==> src/rtl/phtrack_seq.sv <==
// Pilot phase-tracking sequencer: estimator start pulse, per-subcarrier pilot/data allocation code,
// estimate tracking. Optional WAIT-state timeout enabled by defining PHTRACK_TIMEOUT_EN.
module phtrack_seq #(
    parameter int unsigned N_SC        = 2048,
    parameter int unsigned PIL_SPACING = 16,
    parameter int unsigned PIL_OFFSET  = 0,
    parameter logic [10:0] LFSR_SEED   = 11'h7FF,
    parameter int unsigned TIMEOUT_CYC = 64
) (
    input  logic        clk,
    input  logic        rst,
    input  logic        frame_start,
    input  logic        sym_start,
    input  logic        din_val,
    input  logic        est_oval,
    output logic        est_start,
    output logic [1:0]  alloc_vec,
    output logic [10:0] sc_idx,
    output logic        ph_upd,
    output logic        busy,
    output logic        err_sync,
    output logic        err_timeout
);

    if (N_SC / PIL_SPACING != 128 || PIL_OFFSET >= PIL_SPACING || LFSR_SEED == 11'd0
        || TIMEOUT_CYC == 0) begin : g_bad_cfg
        $error("phtrack_seq: invalid parameter set");
    end

    typedef enum logic [2:0] {StIdle, StStart, StRun, StWait, StDone} state_e;

    localparam logic [10:0] SC_LAST = 11'(N_SC - 1);

    state_e      state_q, state_d;
    logic [10:0] sc_idx_q, sc_idx_d;
    logic [10:0] lfsr_q;
    logic        got_oval_q, got_oval_d;
    logic        is_pilot;
    logic        pil_adv;

    assign is_pilot = (32'(sc_idx_q) % PIL_SPACING) == PIL_OFFSET;
    assign pil_adv  = (state_q == StRun) && din_val && is_pilot;

`ifdef PHTRACK_TIMEOUT_EN
    localparam int unsigned TMO_W = $clog2(TIMEOUT_CYC + 1);
    localparam logic [TMO_W-1:0] TMO_LAST = TMO_W'(TIMEOUT_CYC - 1);

    logic [TMO_W-1:0] tmo_cnt_q, tmo_cnt_d;
    logic             err_timeout_q, err_timeout_d;

    assign err_timeout = err_timeout_q;
`else
    assign err_timeout = 1'b0;
`endif

    always_comb begin
        state_d    = state_q;
        sc_idx_d   = sc_idx_q;
        got_oval_d = got_oval_q;
        err_sync   = 1'b0;
`ifdef PHTRACK_TIMEOUT_EN
        tmo_cnt_d     = '0;
        err_timeout_d = 1'b0;
`endif
        unique case (state_q)
            StIdle: begin
                if (sym_start) state_d = StStart;
            end
            StStart: begin
                sc_idx_d   = '0;
                got_oval_d = 1'b0;
                state_d    = StRun;
            end
            StRun: begin
                if (est_oval) got_oval_d = 1'b1;
                if (din_val) begin
                    sc_idx_d = sc_idx_q + 11'd1;
                    if (sc_idx_q == SC_LAST) begin
                        state_d = (got_oval_q || est_oval) ? StDone : StWait;
                    end
                end
            end
            StWait: begin
                if (est_oval) begin
                    state_d = StDone;
                end
`ifdef PHTRACK_TIMEOUT_EN
                else if (tmo_cnt_q == TMO_LAST) begin
                    state_d       = StIdle;
                    err_timeout_d = 1'b1;
                end
                tmo_cnt_d = tmo_cnt_q + 1'b1;
`endif
            end
            StDone: begin
                state_d = sym_start ? StStart : StIdle;
            end
            default: state_d = StIdle;
        endcase

        // A new symbol start while one is in flight aborts it and restarts.
        if (sym_start && (state_q == StStart || state_q == StRun || state_q == StWait)) begin
            err_sync = 1'b1;
            state_d  = StStart;
`ifdef PHTRACK_TIMEOUT_EN
            err_timeout_d = 1'b0;
`endif
        end
    end

    always_ff @(posedge clk) begin
        if (rst) begin
            state_q    <= StIdle;
            sc_idx_q   <= '0;
            got_oval_q <= 1'b0;
            lfsr_q     <= LFSR_SEED;
        end else begin
            state_q    <= state_d;
            sc_idx_q   <= sc_idx_d;
            got_oval_q <= got_oval_d;
            if (frame_start) begin
                lfsr_q <= LFSR_SEED;
            end else if (pil_adv) begin
                lfsr_q <= {lfsr_q[0] ^ lfsr_q[2], lfsr_q[10:1]};
            end
        end
    end

`ifdef PHTRACK_TIMEOUT_EN
    always_ff @(posedge clk) begin
        if (rst) begin
            tmo_cnt_q     <= '0;
            err_timeout_q <= 1'b0;
        end else begin
            tmo_cnt_q     <= tmo_cnt_d;
            err_timeout_q <= err_timeout_d;
        end
    end
`endif

    assign est_start = (state_q == StStart);
    assign ph_upd    = (state_q == StDone);
    assign busy      = (state_q != StIdle);
    assign sc_idx    = sc_idx_q;
    assign alloc_vec = ((state_q == StRun) && is_pilot) ? (lfsr_q[0] ? 2'b10 : 2'b01) : 2'b00;

endmodule
==> config.mk <==
export PLATFORM = sky130hd
export DESIGN_NAME = phtrack_seq
export DESIGN_NICKNAME = d
export VERILOG_FILES = /design/src/rtl/phtrack_seq.sv
export SDC_FILE = /design/constraint.sdc
export NUM_CORES = 1
export LEC_CHECK = 0
export CAP_MARGIN = 20
export CORE_ASPECT_RATIO = 0.9
export CORE_UTILIZATION = 51
export DETAILED_ROUTE_END_ITERATION = 10
export HOLD_SLACK_MARGIN = 0.05
export MAX_ROUTING_LAYER = met4
export PLACE_DENSITY = 0.8
export SETUP_SLACK_MARGIN = 0.02
export SLEW_MARGIN = 20
export SYNTH_ARGS = -nofsm -noshare
export SYNTH_HDL_FRONTEND = slang
export SYNTH_SLANG_ARGS = --single-unit
==> constraint.sdc <==
create_clock -name clk -period 1.9 [get_ports clk]
set_input_delay 0.38 -clock clk [delete_from_list [all_inputs] [get_ports clk]]
set_output_delay 0.38 -clock clk [all_outputs]
set_load 0.03 [all_outputs]
[After elaboration in Yosys (flattened, before gate mapping)]
Index checks and enable logic that the tools add are counted.
Widths: inputs -> output; s select.
Storage, ports and cells
  memories kept: 0
  latch bits: 0
  register bits: 26
  output and inout bits: 18
  bits in writable memories: 0
  ROM bits: 0
Cells by class
  bitwise gates (word level): 1
  add/subtract/negate cells: 1
  muxes and demuxes: 15
  shifts and indexed selects: 0
  order comparisons: 0
  equal/unequal tests: 14
  multipliers: 0
  reduce and logical (&&, ||, !) cells: 17
  divide/modulo/power cells: 0
Operators with widths (count)
  $logic_not 32->1: 1
  $pmux 11 s2: 1
  $mux 3: 5
  $pmux 3 s5: 1
  $add 11x1->11 const B: 1
  $eq 11x11->1 const B: 1
  $mux 11: 1
  $ne 2x2->1 const B: 5
  $ne 3x2->1 const B: 3
  $reduce_and 4->1: 2
  $eq 3x2->1 const B: 2
  $logic_and 1x1->1: 4
  $mux 1: 4
  $mux 2: 2
  $reduce_and 2->1: 2
  $reduce_or 2->1: 2
  $eq 3x1->1 const B: 1
  $eq 3x3->1 const B: 1
  $logic_not 3->1: 1
  $logic_or 1x1->1: 3
  $ne 3x3->1 const B: 1
  $reduce_bool 3->1: 1
  $pmux 1 s2: 1
  $reduce_bool 2->1: 1
  $xor 1x1->1: 1

[Logic depth before layout (Yosys ltp)]
Gate-level depths: netlist (run 1).
  depth in word-level cells: 6
  depth in mapped cells: 6
  depth with buffers taken out: 5

[Worst setup path before layout (run 1)]
OpenSTA, ideal clock, no wires.
  path type: register to output
  start point: register state_q[2]
  end point: output alloc_vec[0]
  arrival time: 1.290 ns
  slack: 0.230 ns
  path buffers: 1
  cell stages (with the launch flop): 5
  path through: dfxtp_1 > buf_2 > nor3b_2 > nand3_1 > nor2_1
Between the ends
  cells in the longest elaborated chain, start to end: 3
Ends and longest elaborated chain
  from (decl): RTL line 34  | state_e state_q, state_d;
  from (signal assigned): RTL line 113  | state_q <= StIdle;
  from (signal assigned): RTL line 118  | state_q <= state_d;
  $eq 3x2->1: RTL line 145  | assign alloc_vec = ((state_q == StRun) && is_pilot) ? (lfsr_q[0] ? 2'b10 : 2'b01) : 2'b00;
  $logic_and 1x1->1: RTL line 145
  $mux 2: RTL line 145
  to (decl): RTL line 17  | output logic [1:0] alloc_vec,
No other way between the ends.

[Final worst setup path (run 1)]
  start point: register sc_idx_q[5], in the netlist sc_idx[5]
  end point: output sc_idx[5]
RTL lines
  from (decl): RTL line 35  | logic [10:0] sc_idx_q, sc_idx_d;
  from (signal assigned): RTL line 119  | sc_idx_q <= sc_idx_d;
  to (decl): RTL line 18  | output logic [10:0] sc_idx,
No word-level cell between the ends.

==> metrics.md, run 1 <==
| Metric | Value |
|---|---|
| CP delay by family, top | buffers and inverters |
| Worst-path clk slew | 140 ps |
| Vias | 1158 |
| H-tree levels | 1 |
| Crit start category | flop |
| Fin crit share | 0.963 |
| Fmax | 547 MHz |
| Tmin final | 1830 ps |
| RePlAce Congestion | 0.878 |
| Worst Setup End Kind | primary output |
| Slowest cell on the critical path | clkdlybuf4s50_1 |
| Hold Violations, Final | 0 |
| Lkg Pwr | 0.750 nW |
| CP max stage delay | 710 ps |
| Max-Cap Viols | 0 |
| Dominant cell type by area after synthesis | dfxtp_1 |
| Wirelength, routed | 2850 um |
| TritonCTS Buffers | 3 |
| Clk_lat worst skew | 330 ps |
| Core ar. | 0.00247 mm^2 |
| FF-to-FF path depth | 6 |
| Sequential-to-total area share from yosys stat | 0.391 |
| Ys async rst share | 0 |
| Post-synth net total | 156 |
| WL/cell | 13.8 um |
| Largest family of logic cells by synthesized area | simple AND/OR/NAND/NOR gates |
| Synth area leaders | dfxtp_1 39%, mux2i_1 7.5%, xnor2_1 5.9% |
| Largest net degree at the start of global routing | 16 |
| CTS tree | built |
| Nets | 187 |
| Worst Path Buf+Inv | 1 |
| Total Neg Setup Slack | 0 ps |
| Synth top cells by count | 26 x dfxtp_1, 18 x nor2_1, 17 x nand2_1 |
| Worst min-delay path class | reg -> reg |
| First-pass GRT wire length | 4870 um |
| Critical Path RT | 1520 ps |
| Hold depth | 2 |
| Unrepaired setup endpoints after global routing | false |
| Critical Path Stages | 1 |
| Ys Warns | 0 |
| Adder-cell share of the synthesized area | 0.0188 |
| Inst Count DP | 200 |
| # IOs | 24 |
| Non-filler cells, final | 206 |
| Kind of critical path | reg -> out |
| DR pass1 iterations | 4 |
| CTS sink count | 26 |
| Port-buffer cells | 22 |
| Dpl ws | 25.1 ps |
| Cts hold-fix bufs | 0 |
| Die Y | 50.5 um |
| Final setup skew | 9.44 ps |
| Ordered list of cells on the worst path | clkdlybuf4s50_1 |
| Synth Area in Compound Gates | 0.158 |
| Area share of the largest cell type after synthesis | 0.391 |
| DP Wirelength | 2090 um |
| XOR/XNOR Fraction of Synth Area | 0.0658 |
| Final worst setup slack | 71.1 ps |
| Peak supply drop | 728 uV |
| CTS Buffer Depth | 2 |
| DRT antenna net count | 0 |
| Number of remaining DRC errors | 0 |
| EDFF count, synth | 0 |
| Flops & latches, synth | 26 |
| Clock root buffer | clkbuf_4 |
| Share of post-route cells with drive strength above 1 | 0.213 |
| Syn Area/Cell | 9.00 um^2 |
| Synthesized cell area | 0.00133 mm^2 |
| Netlist cell types | 40 |
| Pwr dens | 1050 mW/mm^2 |
| Mux share of post-synthesis cell area | 0.0752 |
| Fill count | 192 |
| Drt initial violations | 27 |
| Syn-to-layout area delta | 26.3% |
| Max-slew violations | 0 |
| Most used DFF post-synth | dfxtp_1 |
| Vias per cell | 5.62 |
| Vias in the first global route | 1173 |
| Initial antenna violation count | 0 |
| Finish-stage setup viols | 0 |
| Crit path max fanout | 4 |
| Cell count after synthesis | 148 |
| FP Rows | 17 |
| Initial Utilization | 0.540 |
| Grt ovf | 0 |
| Gr usage total | 0.228 |
| Worst hold slack | 488 ps |
| Ant diodes | 0 |
| Core Util, Final | 0.682 |
| Most common cell in the netlist | dfxtp_1 |
| Die Wd | 55.9 um |
| Die Area | 0.00282 mm^2 |
| Status | complete, no violations |
| Synth Area in Simple Gates | 0.218 |
| Crit path DAT | 1450 ps |
per-stage QoR:
| step | area [um^2] | power [mW] |
|---|---|---|
| 3_3_place_gp | 1600 | 1.32 |
| 3_5_place_dp | 1600 | 1.34 |
| 4_1_cts | 1650 | 1.73 |
| 2_1_floorplan | 1330 | 1.17 |
| 6_report | 1680 | 1.76 |
| 5_1_grt | 1680 | 1.85 |
report_power, final:
group          switching [mW]  total [mW]  leakage (nW)  internal [mW]
Combinational           0.433       0.743         0.511          0.310
Sequential             0.0515       0.635         0.212          0.583
Clock                   0.168       0.382        0.0279          0.214
per-layer routing:
layer,up-vias,global-route usage,part of all wire
met5,-,-,0
met4,0,0.130,0.028
met3,9,0.0335,0.028
met2,23,0.404,0.51
met1,559,0.248,0.44
li1,567,-,-
final timing paths:
path | from | end | slack, ps
max reg2reg | state_q[1]$_SDFFE_PP0P_ | sc_idx[8]$_SDFFE_PP0P_ | 160
min | lfsr_q[4]$_SDFFE_PP1P_ | lfsr_q[3]$_SDFFE_PP1P_ | 490
max | sc_idx[5]$_SDFFE_PP0P_ | sc_idx[5] | 70
min reg2reg | lfsr_q[4]$_SDFFE_PP1P_ | lfsr_q[3]$_SDFFE_PP1P_ | 490
layout by cell type, fill, tap and decap left out, types with 2 or more instances in the layout:
master,count
dlygate4sd2_1,4
a211oi_2,3
buf_4,15
ha_1,2
xnor2_1,9
dfxtp_2,3
mux2i_1,10
a2111oi_4,2
clkdlybuf4s50_1,9
and2_1,2
nor2b_1,2
inv_1,9
nand3_1,8
a21oi_1,6
nor2_1,18
clkbuf_2,2
nand2_1,17
buf_6,2
clkbuf_4,3
dlymetal6s2s_1,3
dfxtp_1,23
nand4_1,2
sequential cells by signal, indices dropped and copies added (netlist names):
name / count
lfsr_q: 11
sc_idx: 11
state_q: 3
got_oval_q: 1
area by class of cell:
| class | count | area, um^2 | area share |
|---|---|---|---|
| multi-input combinational | 104 | 728 | 0.433 |
| sequential | 26 | 524 | 0.312 |
| timing repair buffer | 35 | 308 | 0.183 |
| tap | 28 | 35.0 | 0.0208 |
| inverter | 9 | 33.8 | 0.0201 |
| clock inverter | 1 | 30.0 | 0.0179 |
| clock buffer | 3 | 22.5 | 0.0134 |
cell families after synthesis:
family,count (synthesis)
and+or+nand+nor,59
muxes,10
adders and majority gates,2
xor gates and xnor gates,10
AOI/OAI and AO/OA,22
other,1
DFF,26
buffers and inverters,18
what timing repair did:
action                                  in CTS  in global routing
hold endpoints to repair                     0                  0
gates resized for setup                      8                 12
pin swaps                                    1                  3
endpoints found under the setup margin       7                  8
buffers inserted                             1                  1
Power figures use the tool's default switching activity.
==> run 2: changes to the inputs <==
--- a/config.mk
+++ b/config.mk
@@ -13,6 +13,7 @@
 export MAX_ROUTING_LAYER = met4
 export PLACE_DENSITY = 0.8
 export SETUP_SLACK_MARGIN = 0.02
+export SKIP_CTS_REPAIR_TIMING = 1
 export SLEW_MARGIN = 20
 export SYNTH_ARGS = -nofsm -noshare
 export SYNTH_HDL_FRONTEND = slang
==> run 2 against run 1 <==
Effect of this change:
- worst setup slack improved by 7.4 ps
- clock skew is 1.0 ps lower
- register-to-register slack lost 80 ps
- largest power group unchanged
- global-route usage shrank 0.23 points
- power increased by 11%
- sequential cell count did not move
- critical path type unchanged
- highest routed layer unchanged
- routed wire length increased by 8.4%
- core utilization increased by 4.2 points
==> metrics.md, run 2 (same netlist as run 1, synthesis figures left out) <==
| Metric | Value |
|---|---|
| Tmin final | 1820 ps (-7.45 ps) |
| Lkg Pwr | 0.874 nW (+16%) |
| Worst-path clk slew | 150 ps (about the same) |
| Total Neg Setup Slack | 0 ps (unchanged) |
| CP delay by family, top | buffers and inverters |
| DR pass1 iterations | 4 (unchanged) |
| Finish-stage setup viols | 0 (unchanged) |
| Max-Cap Viols | 0 (unchanged) |
| TritonCTS Buffers | 3 (unchanged) |
| Status | complete, no violations |
| Worst hold slack | 488 ps (+0.0160 ps) |
| Crit start category | flop |
| WL/cell | 14.4 um (+4.4%) |
| Ant diodes | 0 (unchanged) |
| Most common cell after layout, fill and taps aside | dfxtp_1 |
| Initial Utilization | 0.540 (unchanged) |
| Critical Path Stages | 1 (unchanged) |
| Fill count | 178 (-7.3%) |
| Wirelength, routed | 3090 um (+8.4%) |
| Largest net degree at the start of global routing | 16 (unchanged) |
| FP Rows | 17 (unchanged) |
| DP Wirelength | 2090 um (unchanged) |
| Nets | 195 (+4.3%) |
| Vias | 1202 (+3.8%) |
| Clock power share | 0.194 (-0.023) |
| Clk_lat worst skew | 320 ps (about the same) |
| Vias per cell | 5.62 (about the same) |
| Crit path max fanout | 4 (unchanged) |
| Power Internal | 1.25 mW (+13%) |
| Core ar. | 0.00247 mm^2 (unchanged) |
| Initial antenna violation count | 0 (unchanged) |
| Max-slew violations | 0 (unchanged) |
| Net switching power | 695 uW (+6.4%) |
| Die Y | 50.5 um (unchanged) |
| H-tree levels | 1 (unchanged) |
| Ordered list of cells on the worst path | clkdlybuf4s50_1 |
| CTS Buffer Depth | 2 (unchanged) |
| Kind of critical path | reg -> out |
| Combinational power share | 0.478 (+0.056) |
| Share of post-route cells with drive strength above 1 | 0.242 (+0.0285) |
| Commonest non-fill, non-tap cells in the layout | 23 x dfxtp_1, 22 x buf_4, 18 x nor2_1, 17 x nand2_1, 10 x mux2i_1 |
| Worst Setup End Kind | primary output |
| Gr usage total | 0.226 (-0.00228) |
| Pwr Total | 1.95 mW (+11%) |
| Final setup skew | 8.42 ps (-1.03 ps) |
| Peak supply drop | 885 uV (+22%) |
| Hold depth | 2 (unchanged) |
| RePlAce Congestion | 0.878 (unchanged) |
| Sw frac | 0.357 (-0.0139) |
| Die Wd | 55.9 um (unchanged) |
| Fin crit share | 0.959 (-0.00392) |
| Worst Path Buf+Inv | 1 (unchanged) |
| CP max stage delay | 710 ps (about the same) |
| DP Area | 0.00160 mm^2 (unchanged) |
| Final worst setup slack | 78.6 ps (+7.45 ps) |
| Vias in the first global route | 1163 (-0.85%) |
| Crit path DAT | 1440 ps (about the same) |
| DRT antenna net count | 0 (unchanged) |
| Port-buffer cells | 22 (unchanged) |
| Fmax | 549 MHz (+0.41%) |
| CTS sink count | 26 (unchanged) |
| Critical Path RT | 1520 ps (about the same) |
| Hold Violations, Final | 0 (unchanged) |
| Slowest cell on the critical path | clkdlybuf4s50_1 |
| Share of power burned in registers | 0.328 (-0.033) |
| # IOs | 24 (unchanged) |
| Grt ovf | 0 (unchanged) |
| Final non-filler cell area | 0.00178 mm^2 (+6.1%) |
| First-pass GRT wire length | 4850 um (-0.43%) |
| Syn-to-layout area delta | 34.0% |
| Pwr dens | 1090 mW/mm^2 (+4.2%) |
| Clock root buffer | clkbuf_4 |
| FF-to-FF path depth | 8 (+2) |
| Die Area | 0.00282 mm^2 (unchanged) |
| Unrepaired setup endpoints after global routing | true |
| Worst min-delay path class | reg -> reg |
| Drt initial violations | 47 (+74%) |
| Dpl ws | 25.1 ps (unchanged) |
| Number of remaining DRC errors | 0 (unchanged) |
| CTS tree | built |
[run 2: cell types whose count changed in the layout (fill, tap and decap cells not counted)]
cell | previous run | this run
buf_4 | 15 | 22
dlymetal6s2s_1 | 3 | 9
buf_12 | 0 | 1
inv_2 | 0 | 1
clkbuf_2 | 2 | 0
dlygate4sd2_1 | 4 | 0
inv_1 | 9 | 8
[run 2: worst min-delay path, cell delays in order, from the launching register on]
cell and delay, ps:
dfxtp_1 350, mux2i_1 60, nand2_1 60
[run 2: area by class of cell]
type                    instances  area [um^2]  area share
well taps                      28         35.0      0.0196
clock inverters                 1         30.0      0.0168
inverters                       9         33.8      0.0189
flip-flops and latches         26          524       0.294
repair buffers                 43          410       0.230
clock buffers                   3         22.5      0.0126
multi-input cells             104          728       0.408
[run 2: path summary, 6_finish.rpt]
kind | from | endpoint | slack, ps
worst min-delay path | lfsr_q[4]$_SDFFE_PP1P_ | lfsr_q[3]$_SDFFE_PP1P_ | 490
worst max-delay path | sc_idx[5]$_SDFFE_PP0P_ | sc_idx[5] | 80
worst max register to register | state_q[1]$_SDFFE_PP0P_ | sc_idx[10]$_SDFFE_PP0P_ | 80
worst min register to register | lfsr_q[4]$_SDFFE_PP1P_ | lfsr_q[3]$_SDFFE_PP1P_ | 490
[run 2: layer usage]
| metal | global-route usage | routed length (um) | vias to the layer above |
|---|---|---|---|
| met1 | 0.246 | 1280 | 580 |
| met4 | 0.122 | 23 | 0 |
| li1 | - | - | 580 |
| met2 | 0.402 | 1650 | 40 |
| met5 | - | 0 | - |
| met3 | 0.0335 | 133 | 2 |
[run 2: through the flow]
stage	util	instances
floorplan	-	148
global placement	0.648	200
detailed placement	0.648	200
CTS	0.669	204
global route	0.723	214
finish	0.723	214
[run 2: power groups by stage]
stage                     sequential (mW)  clock (mW)  combinational, mW
after global routing                0.644       0.408              0.990
after detailed placement            0.637           0              0.704
final                               0.638       0.378              0.929
after floorplan                     0.615           0              0.551
after global placement              0.634           0              0.681
after CTS                           0.625       0.394              0.707
